## src/rtl/simple_st0_seq.sv

```systemverilog
// Pass sequencer for one neural stage: load a data burst, walk tap reads,
// hand off one result, then optionally take an error word and walk tap writes.
module simple_st0_seq #(
  parameter int TAP_AW = 4,
  parameter int LEN_W  = 3
) (
  input  logic              clk,
  input  logic              reset,
  input  logic [LEN_W-1:0]  cfg_load_length,
  input  logic [TAP_AW-1:0] cfg_tap_length,
  input  logic              cfg_error_mode,
  input  logic              cfg_continuous,
  input  logic              start,
  input  logic              data_vld,
  output logic              data_rdy,
  input  logic              error_vld,
  output logic              error_rdy,
  output logic              tap_rd_en,
  output logic [TAP_AW-1:0] tap_rd_addr,
  output logic              tap_wr_en,
  output logic [TAP_AW-1:0] tap_wr_addr,
  output logic              out_vld,
  output logic              out_fst,
  input  logic              out_rdy,
  output logic              busy,
  output logic              done
);

  typedef enum logic [2:0] {S_IDLE, S_LOAD, S_FWD, S_OUT, S_ERR, S_UPD} state_t;

  typedef struct packed {
    logic [LEN_W-1:0]  load_len;
    logic [TAP_AW-1:0] tap_len;
    logic              err_mode;
    logic              cont;
  } cfg_t;

  state_t            state_q, state_d;
  cfg_t              cfg_q;
  logic              ld_cfg;
  logic [LEN_W-1:0]  beat_q, beat_d;
  logic [TAP_AW-1:0] tap_q, tap_d;
  logic              first_q, first_d;

  logic              data_rdy_d, error_rdy_d, tap_rd_en_d, tap_wr_en_d;
  logic [TAP_AW-1:0] tap_rd_addr_d, tap_wr_addr_d;
  logic              out_vld_d, out_fst_d, busy_d, done_d;

  // State, counters, shadow config and every output are registered here.
  always_ff @(posedge clk) begin
    if (!reset) begin
      state_q     <= S_IDLE;
      cfg_q       <= '0;
      beat_q      <= '0;
      tap_q       <= '0;
      first_q     <= 1'b1;
      data_rdy    <= 1'b0;
      error_rdy   <= 1'b0;
      tap_rd_en   <= 1'b0;
      tap_rd_addr <= '0;
      tap_wr_en   <= 1'b0;
      tap_wr_addr <= '0;
      out_vld     <= 1'b0;
      out_fst     <= 1'b0;
      busy        <= 1'b0;
      done        <= 1'b0;
    end else begin
      state_q     <= state_d;
      beat_q      <= beat_d;
      tap_q       <= tap_d;
      first_q     <= first_d;
      if (ld_cfg)
        cfg_q <= '{load_len: cfg_load_length, tap_len: cfg_tap_length,
                   err_mode: cfg_error_mode, cont: cfg_continuous};
      data_rdy    <= data_rdy_d;
      error_rdy   <= error_rdy_d;
      tap_rd_en   <= tap_rd_en_d;
      tap_rd_addr <= tap_rd_addr_d;
      tap_wr_en   <= tap_wr_en_d;
      tap_wr_addr <= tap_wr_addr_d;
      out_vld     <= out_vld_d;
      out_fst     <= out_fst_d;
      busy        <= busy_d;
      done        <= done_d;
    end
  end

  always_comb begin
    state_d = state_q;
    beat_d  = beat_q;
    tap_d   = tap_q;
    first_d = first_q;
    ld_cfg  = 1'b0;
    done_d  = 1'b0;
    case (state_q)
      S_IDLE: if (start) begin
        state_d = S_LOAD;
        first_d = 1'b1;
        beat_d  = '0;
        ld_cfg  = 1'b1;
      end
      S_LOAD: if (data_vld && data_rdy) begin
        if (beat_q == cfg_q.load_len) begin
          state_d = S_FWD;
          tap_d   = '0;
        end else begin
          beat_d = beat_q + 1'b1;
        end
      end
      S_FWD: begin
        if (tap_q == cfg_q.tap_len) state_d = S_OUT;
        else                        tap_d   = tap_q + 1'b1;
      end
      S_OUT: if (out_rdy) begin
        first_d = 1'b0;
        if (cfg_q.err_mode) begin
          state_d = S_ERR;
        end else if (cfg_q.cont) begin
          state_d = S_LOAD;
          beat_d  = '0;
          ld_cfg  = 1'b1;
        end else begin
          state_d = S_IDLE;
          done_d  = 1'b1;
        end
      end
      S_ERR: if (error_vld) begin
        state_d = S_UPD;
        tap_d   = '0;
      end
      S_UPD: begin
        if (tap_q != cfg_q.tap_len) begin
          tap_d = tap_q + 1'b1;
        end else if (cfg_q.cont) begin
          state_d = S_LOAD;
          beat_d  = '0;
          ld_cfg  = 1'b1;
        end else begin
          state_d = S_IDLE;
          done_d  = 1'b1;
        end
      end
      default: state_d = S_IDLE;
    endcase
  end

  // Outputs decode the next state so they line up with the state register.
  always_comb begin
    data_rdy_d    = (state_d == S_LOAD);
    error_rdy_d   = (state_d == S_ERR);
    tap_rd_en_d   = (state_d == S_FWD);
    tap_wr_en_d   = (state_d == S_UPD);
    tap_rd_addr_d = tap_rd_en_d ? tap_d : '0;
    tap_wr_addr_d = tap_wr_en_d ? tap_d : '0;
    out_vld_d     = (state_d == S_OUT);
    out_fst_d     = out_vld_d && first_d;
    busy_d        = (state_d != S_IDLE);
  end

endmodule

```

## config.mk

```make
export PLATFORM = sky130hd
export DESIGN_NAME = simple_st0_seq
export DESIGN_NICKNAME = d
export VERILOG_FILES = /design/src/rtl/simple_st0_seq.sv
export SDC_FILE = /design/constraint.sdc
export NUM_CORES = 1
export LEC_CHECK = 0
export CELL_PAD_IN_SITES_DETAIL_PLACEMENT = 0
export CELL_PAD_IN_SITES_GLOBAL_PLACEMENT = 2
export CORE_MARGIN = 8
export CORE_UTILIZATION = 31
export CTS_CLUSTER_DIAMETER = 30
export DETAILED_ROUTE_END_ITERATION = 16
export GPL_ROUTABILITY_DRIVEN = 0
export PLACE_DENSITY_LB_ADDON = 0.1
export SLEW_MARGIN = 30
export SYNTH_ARGS = -nofsm -noshare
export SYNTH_HDL_FRONTEND = slang
export SYNTH_SLANG_ARGS = --single-unit
```

## constraint.sdc

```tcl
create_clock -name clk -period 2.29 [get_ports clk]
set_clock_uncertainty 0.15 [all_clocks]
set_input_delay 0.5725 -clock clk [delete_from_list [all_inputs] [get_ports clk]]
set_output_delay 0.5725 -clock clk [all_outputs]
set_load 0.05 [all_outputs]
```

==> results of run 1 <==
[worst paths after layout]
check / slack (ps) / from / end
hold reg to reg: 350 / beat_q[1] / beat_q[1]
setup / recovery: 60 / out_rdy / beat_q[1]
setup reg to reg: 210 / tap_q[0] / busy
hold / removal: 350 / beat_q[1] / beat_q[1]
[logic make-up after synthesis]
| logic type | Yosys count | share of synthesized area (%) |
|---|---|---|
| adder cells (fa/ha/maj) | 2 | 1.54 |
| XOR/XNOR | 7 | 3.78 |
| flip-flops | 36 | 44.5 |
| AO/OA/AOI/OAI | 34 | 14.4 |
| buffers and inverters | 13 | 4.17 |
| AND/OR/NAND/NOR | 68 | 25.5 |
| multiplexers | 10 | 6.18 |
[state kept, by name (all words and copies together), names as in the netlist]
name / count
beat_q: 3
busy: 1
cfg_q: 9
data_rdy: 1
done: 1
error_rdy: 1
first_q: 1
out_fst: 1
out_vld: 1
state_q: 3
tap_q: 4
tap_rd_addr: 4
tap_rd_en: 1
tap_wr_addr: 4
tap_wr_en: 1
[worst min-delay path: stages, from the launching register on]
cell and delay, ps:
dfxtp_1 340, nand2_1 70, o31ai_1 50
[area by class of cell]
cell class | count | area share [%]
clock inverters | 3 | 1.87
flip-flops and latches | 36 | 31.6
clock buffers | 5 | 3.02
repair buffers | 56 | 22.2
inverters | 5 | 0.824
well taps | 70 | 3.85
multi-input cells | 121 | 36.6
[cells in the mapped netlist (2+ instances only)]
| master | number | area (um^2) |
|---|---|---|
| a21oi_1 | 8 | 40.0 |
| a41oi_1 | 2 | 17.5 |
| and2_1 | 2 | 12.5 |
| and2b_1 | 2 | 15.0 |
| and3_1 | 3 | 18.8 |
| buf_2 | 3 | 15.0 |
| buf_6 | 2 | 22.5 |
| clkbuf_1 | 3 | 11.3 |
| dfxtp_1 | 36 | 721 |
| ha_1 | 2 | 25.0 |
| inv_1 | 5 | 18.8 |
| mux2i_1 | 10 | 100 |
| nand2_1 | 8 | 30.0 |
| nand2b_1 | 2 | 12.5 |
| nand4_1 | 2 | 12.5 |
| nor2_1 | 10 | 37.5 |
| nor2b_1 | 15 | 93.8 |
| nor3_1 | 8 | 40.0 |
| nor3_2 | 5 | 50.1 |
| nor3b_1 | 2 | 15.0 |
| o21ai_0 | 7 | 35.0 |
| o22ai_1 | 3 | 18.8 |
| o31ai_1 | 2 | 15.0 |
| or3_1 | 3 | 18.8 |
| xnor2_1 | 7 | 61.3 |
[per-layer routing]
metal	wire length (um)	up-vias	GRT usage, %	share of wire (%)
met3	311	6	4.46	7.4
met5	0	-	0	0
met2	1850	46	18.1	44
met4	58	0	5.53	1.4
met1	1980	649	13.1	47
li1	-	717	-	-
[repair_timing]
item | CTS | global route
endpoints found under the setup margin | 0 | 3
endpoints found under the hold margin | 0 | 0
gates resized for setup | 0 | 1
[power by group through the flow]
stage	clock [mW]	sequential (mW)	combinational, mW
4_1_cts	0.582	0.669	0.251
3_3_place_gp	0	0.684	0.247
2_1_floorplan	0	0.691	0.133
5_1_grt	0.607	0.671	0.273
6_report	0.565	0.668	0.249
3_5_place_dp	0	0.683	0.250
==> impl_metrics.json, run 1 <==
{
  "status": "complete, no violations",
  "cts_tree": "built",
  "fmax_mhz": 449,
  "fp.dieW_um": 88.3,
  "antenna-diode-count": 0,
  "final.setup.tns_ps": 0,
  "finalPower_mw": 1.48,
  "final_antenna_net_count": 0,
  "start_util_pct": 31.9,
  "stdcell_count": 296,
  "required_ps": 2350,
  "cts_buffer_depth": 2,
  "post_cts.repair.setup_buffers": 0,
  "max_slew_margin_pct": 66.0,
  "netSwitchingPower_uw": 388,
  "clk_latency_ps": 300,
  "setup_violations": 0,
  "cp.depth": 6,
  "mostFrequentLayoutCell": "dfxtp_1",
  "max_cap_violations": 0,
  "rows": 26,
  "finish.instance_area_um2": 2280,
  "worstPathCellList": "clkdlybuf4s50_1, and2_1, a32o_1, a22o_1, or4_1, o31ai_1",
  "routed_wl_um": 4200,
  "placed_cell_area_um2": 2160,
  "fin_crit_sh_pct": 97.3,
  "finalHoldViolations": 0,
  "cts.sink_count": 36,
  "p_int_mw": 1.09,
  "hold_path_depth": 2,
  "power_leakage_nw": 0.865,
  "p_per_area_nw_per_um2": 651,
  "pre_cts_slack_ps": -262,
  "dpl.hpwl_um": 3240,
  "viasPerCell": 4.79,
  "ys_ff_latch": 36,
  "reg2reg_depth": 5,
  "worst_pin_slew_ps": 509,
  "htree_levels": 2,
  "grt_max_degree": 23,
  "grt_first_pass_wirelength_um": 6800,
  "maxSlewViolCount": 0,
  "synthesis.nets": 187,
  "die_y_um": 88.3,
  "grt_antenna_before_repair": 0,
  "numCtsBuffers": 5,
  "core_um2": 5070,
  "hold_path_class": "reg -> reg",
  "cts_hold_buf": 0,
  "criticalPathCategory": "in -> reg",
  "period_minus_slack_ps": 2230,
  "regArea_um2": 721,
  "final_core_util_pct": 44.9,
  "drive_above_1_share_pct": 19.9,
  "detail_route.wl_per_cell_um": 14.2,
  "die-area_um2": 7800,
  "vdd_drop_max_uv": 317,
  "synth-edff-count": 0,
  "syn_area_um2": 1620,
  "worst_ep_arrival_time_ps": 2290,
  "worst-path-max-fanout": 3,
  "layout_common_cells": "36 x dfxtp_1, 29 x clkdlybuf4s50_1, 26 x buf_4, 15 x nor2b_1",
  "power_frac_clock_pct": 38.1,
  "drc": 0,
  "worst_setup_path_start_kind": "primary input",
  "grt-ovfl-total": 0,
  "dp_cells": 288,
  "portBuffers": 30,
  "root_buffer": "clkbuf_8",
  "ys_seq_area_share_pct": 44.5,
  "rsz0062_at_grt": "no",
  "synthArstFlopShare_pct": 0,
  "max_stage_delay_ps": 510,
  "syn_inst": 170,
  "ios": 31,
  "grt_usage_pct": 11.4,
  "finalWorstSetupSlack_ps": 62.0,
  "drt-initial-drc-count": 44,
  "path_delay_family": "simple AND/OR/NAND/NOR gates",
  "avgSynthCellArea_um2": 9.53,
  "fin_nets": 242,
  "p_sw_share_pct": 26.2,
  "whs_ps": 351,
  "dr.pass1.iters": 4,
  "ys_types": 43,
  "cp_slowest_cell": "or4_1",
  "critical_path_buf_inv_count": 1,
  "area_delta_synth_final_pct": 40.5,
  "multiInputGateArea_um2": 833,
  "path_clk_slew_ps": 70,
  "endpoint_kind": "flop",
  "fill_cells": 524,
  "yosys_warnings": 0,
  "ys.flop_type": "dfxtp_1",
  "p_comb_share_pct": 16.8,
  "grt_pass1_vias": 1430,
  "vias": 1418,
  "seq_power_share_pct": 45.1
}
Power figures use the tool's default switching activity.
==> inputs of run 2 (changes only) <==
Settings changed: CORE_MARGIN 8 to 1.5.
==> run 2 against run 1 <==
Total power down 0.40%. First-iteration DRC count increased by 36%. Critical path depth did not move. Clock-buffer cell count unchanged. Clock power barely moved. Maximum frequency shrank 0.27%. Largest cell class unchanged.
==> impl_metrics.json, run 2 (synthesized netlist as in run 1, its figures left out) <==
{
  "grt_max_degree": 23,
  "final_core_util_pct": 45.0,
  "worst_pin_slew_ps": 495,
  "viasPerCell": 4.64,
  "dp_cells": 288,
  "layout_common_cells": "36 x dfxtp_1, 30 x clkdlybuf4s50_1, 25 x buf_4, 15 x nor2b_1",
  "worstPathCellList": "clkdlybuf4s50_1, and2_1, a32o_2, a22o_1, or4_4, o31ai_1",
  "critical_path_buf_inv_count": 1,
  "hold_path_end": "beat_q[1]",
  "worst-path-max-fanout": 3,
  "routed_wl_um": 3870,
  "status": "complete, no violations",
  "endpoint_kind": "flop",
  "antenna-diode-count": 0,
  "finalHoldViolations": 0,
  "placed_cell_area_um2": 2170,
  "cts.repair.resized": 0,
  "hold_path_depth": 2,
  "post_cts.repair.setup_buffers": 0,
  "criticalPathCategory": "in -> reg",
  "dpl.hpwl_um": 2980,
  "detail_route.wl_per_cell_um": 13.1,
  "core_um2": 5070,
  "period_minus_slack_ps": 2230,
  "regMostFlops": "cfg_q",
  "cts_buffer_depth": 2,
  "max_stage_delay_ps": 530,
  "worst_setup_path_start_kind": "primary input",
  "required_ps": 2350,
  "largest_reg_flops": 9,
  "grt_first_pass_wirelength_um": 6340,
  "mostFrequentLayoutCell": "dfxtp_1",
  "hold_path_class": "reg -> reg",
  "p_per_area_nw_per_um2": 647,
  "rows": 26,
  "rrSetupSlack_ps": 200,
  "r2r_start": "state_q[0]",
  "portBuffers": 30,
  "final_antenna_net_count": 0,
  "path_clk_slew_ps": 70,
  "htree_levels": 2,
  "die-area_um2": 5670,
  "numCtsBuffers": 5,
  "fp.dieW_um": 75.3,
  "grt_usage_pct": 15.3,
  "reg2reg_depth": 5,
  "worst_ep_arrival_time_ps": 2290,
  "grt-ovfl-total": 0,
  "cts_tree": "built",
  "pre_cts_slack_ps": -260,
  "maxSlewViolCount": 0,
  "max_cap_violations": 0,
  "power_leakage_nw": 0.868,
  "cp_slowest_cell": "or4_4",
  "max_slew_margin_pct": 66.9,
  "root_buffer": "clkbuf_8",
  "finalPower_mw": 1.48,
  "ios": 31,
  "path_delay_family": "simple AND/OR/NAND/NOR gates",
  "cts.sink_count": 36,
  "finalWorstSetupSlack_ps": 56.0,
  "drive_above_1_share_pct": 19.9,
  "die_y_um": 75.3,
  "vdd_drop_max_uv": 254,
  "drt-initial-drc-count": 60,
  "r2r-end": "tap_rd_addr[1]",
  "fin_crit_sh_pct": 97.6,
  "clk_latency_ps": 290,
  "area_delta_synth_final_pct": 40.9,
  "drc": 0,
  "worstHoldStart": "beat_q[1]",
  "fin_nets": 242,
  "stdcell_count": 296,
  "finish.instance_area_um2": 2280,
  "fmax_mhz": 448,
  "grt_pass1_vias": 1281,
  "cts_hold_buf": 0,
  "setup_violations": 0,
  "start_util_pct": 31.9,
  "grt_antenna_before_repair": 0,
  "rsz0062_at_grt": "no",
  "vias": 1374,
  "dr.pass1.iters": 4
}
==> run 2: cell types whose count changed in the layout (fill, tap and decap cells not counted), sizes merged <==
| cell | change |
|---|---|
| buf | -1 |
| clkdlybuf4s50 | +1 |
==> run 2: metal layers <==
metal  up-vias  track usage [%]  share of wire (%)
li1        719                -                  -
met1       613             19.3                 47
met2        38             25.1                 46
met3         4             4.63                5.3
met4         0             4.76                1.0
met5         -                0                  0
==> run 2: where the power goes <==
part	internal [mW]	switching, mW
Clock	0.322	0.240
Sequential	0.647	0.0228
Combinational	0.124	0.121
Total	1.09	0.384
==> run 2: layout make-up <==
class / instances / area [um^2]
Timing Repair Buffer: 56 / 508
Fill cell: 529 / 2790
Clock inverter: 3 / 42.5
Tap cell: 70 / 87.6
Multi-Input combinational cell: 121 / 837
Clock buffer: 5 / 68.8
Inverter: 5 / 18.8
Sequential cell: 36 / 721
==> run 2: how the worst max path moves through the flow <==
stage,from,cells past startpoint,slack [ps],endpoint
4_1_cts,data_vld,6,50,tap_rd_addr[1]
5_1_grt,out_rdy,6,5,beat_q[1]
3_5_place_dp,data_vld,6,-260,tap_rd_addr[1]
2_1_floorplan,data_rdy,6,100,out_fst
6_report,out_rdy,6,60,beat_q[1]
3_3_place_gp,data_vld,6,-230,tap_rd_addr[2]
==> run 2: per-stage QoR <==
stage               hold slack, ps  setup TNS (ps)
global placement               339           -3680
finish                         360               0
detailed placement             359           -4090
floorplan                      290               0
CTS                            371               0
global route                   391               0
==> run 2: worst reg2reg max path, stage by stage (launching register included) <==
cell and delay (ps):
dfxtp_1 590, and4b_1 280, and4_4 220, a21oi_2 40
or4b_4 570, nor3_2 170
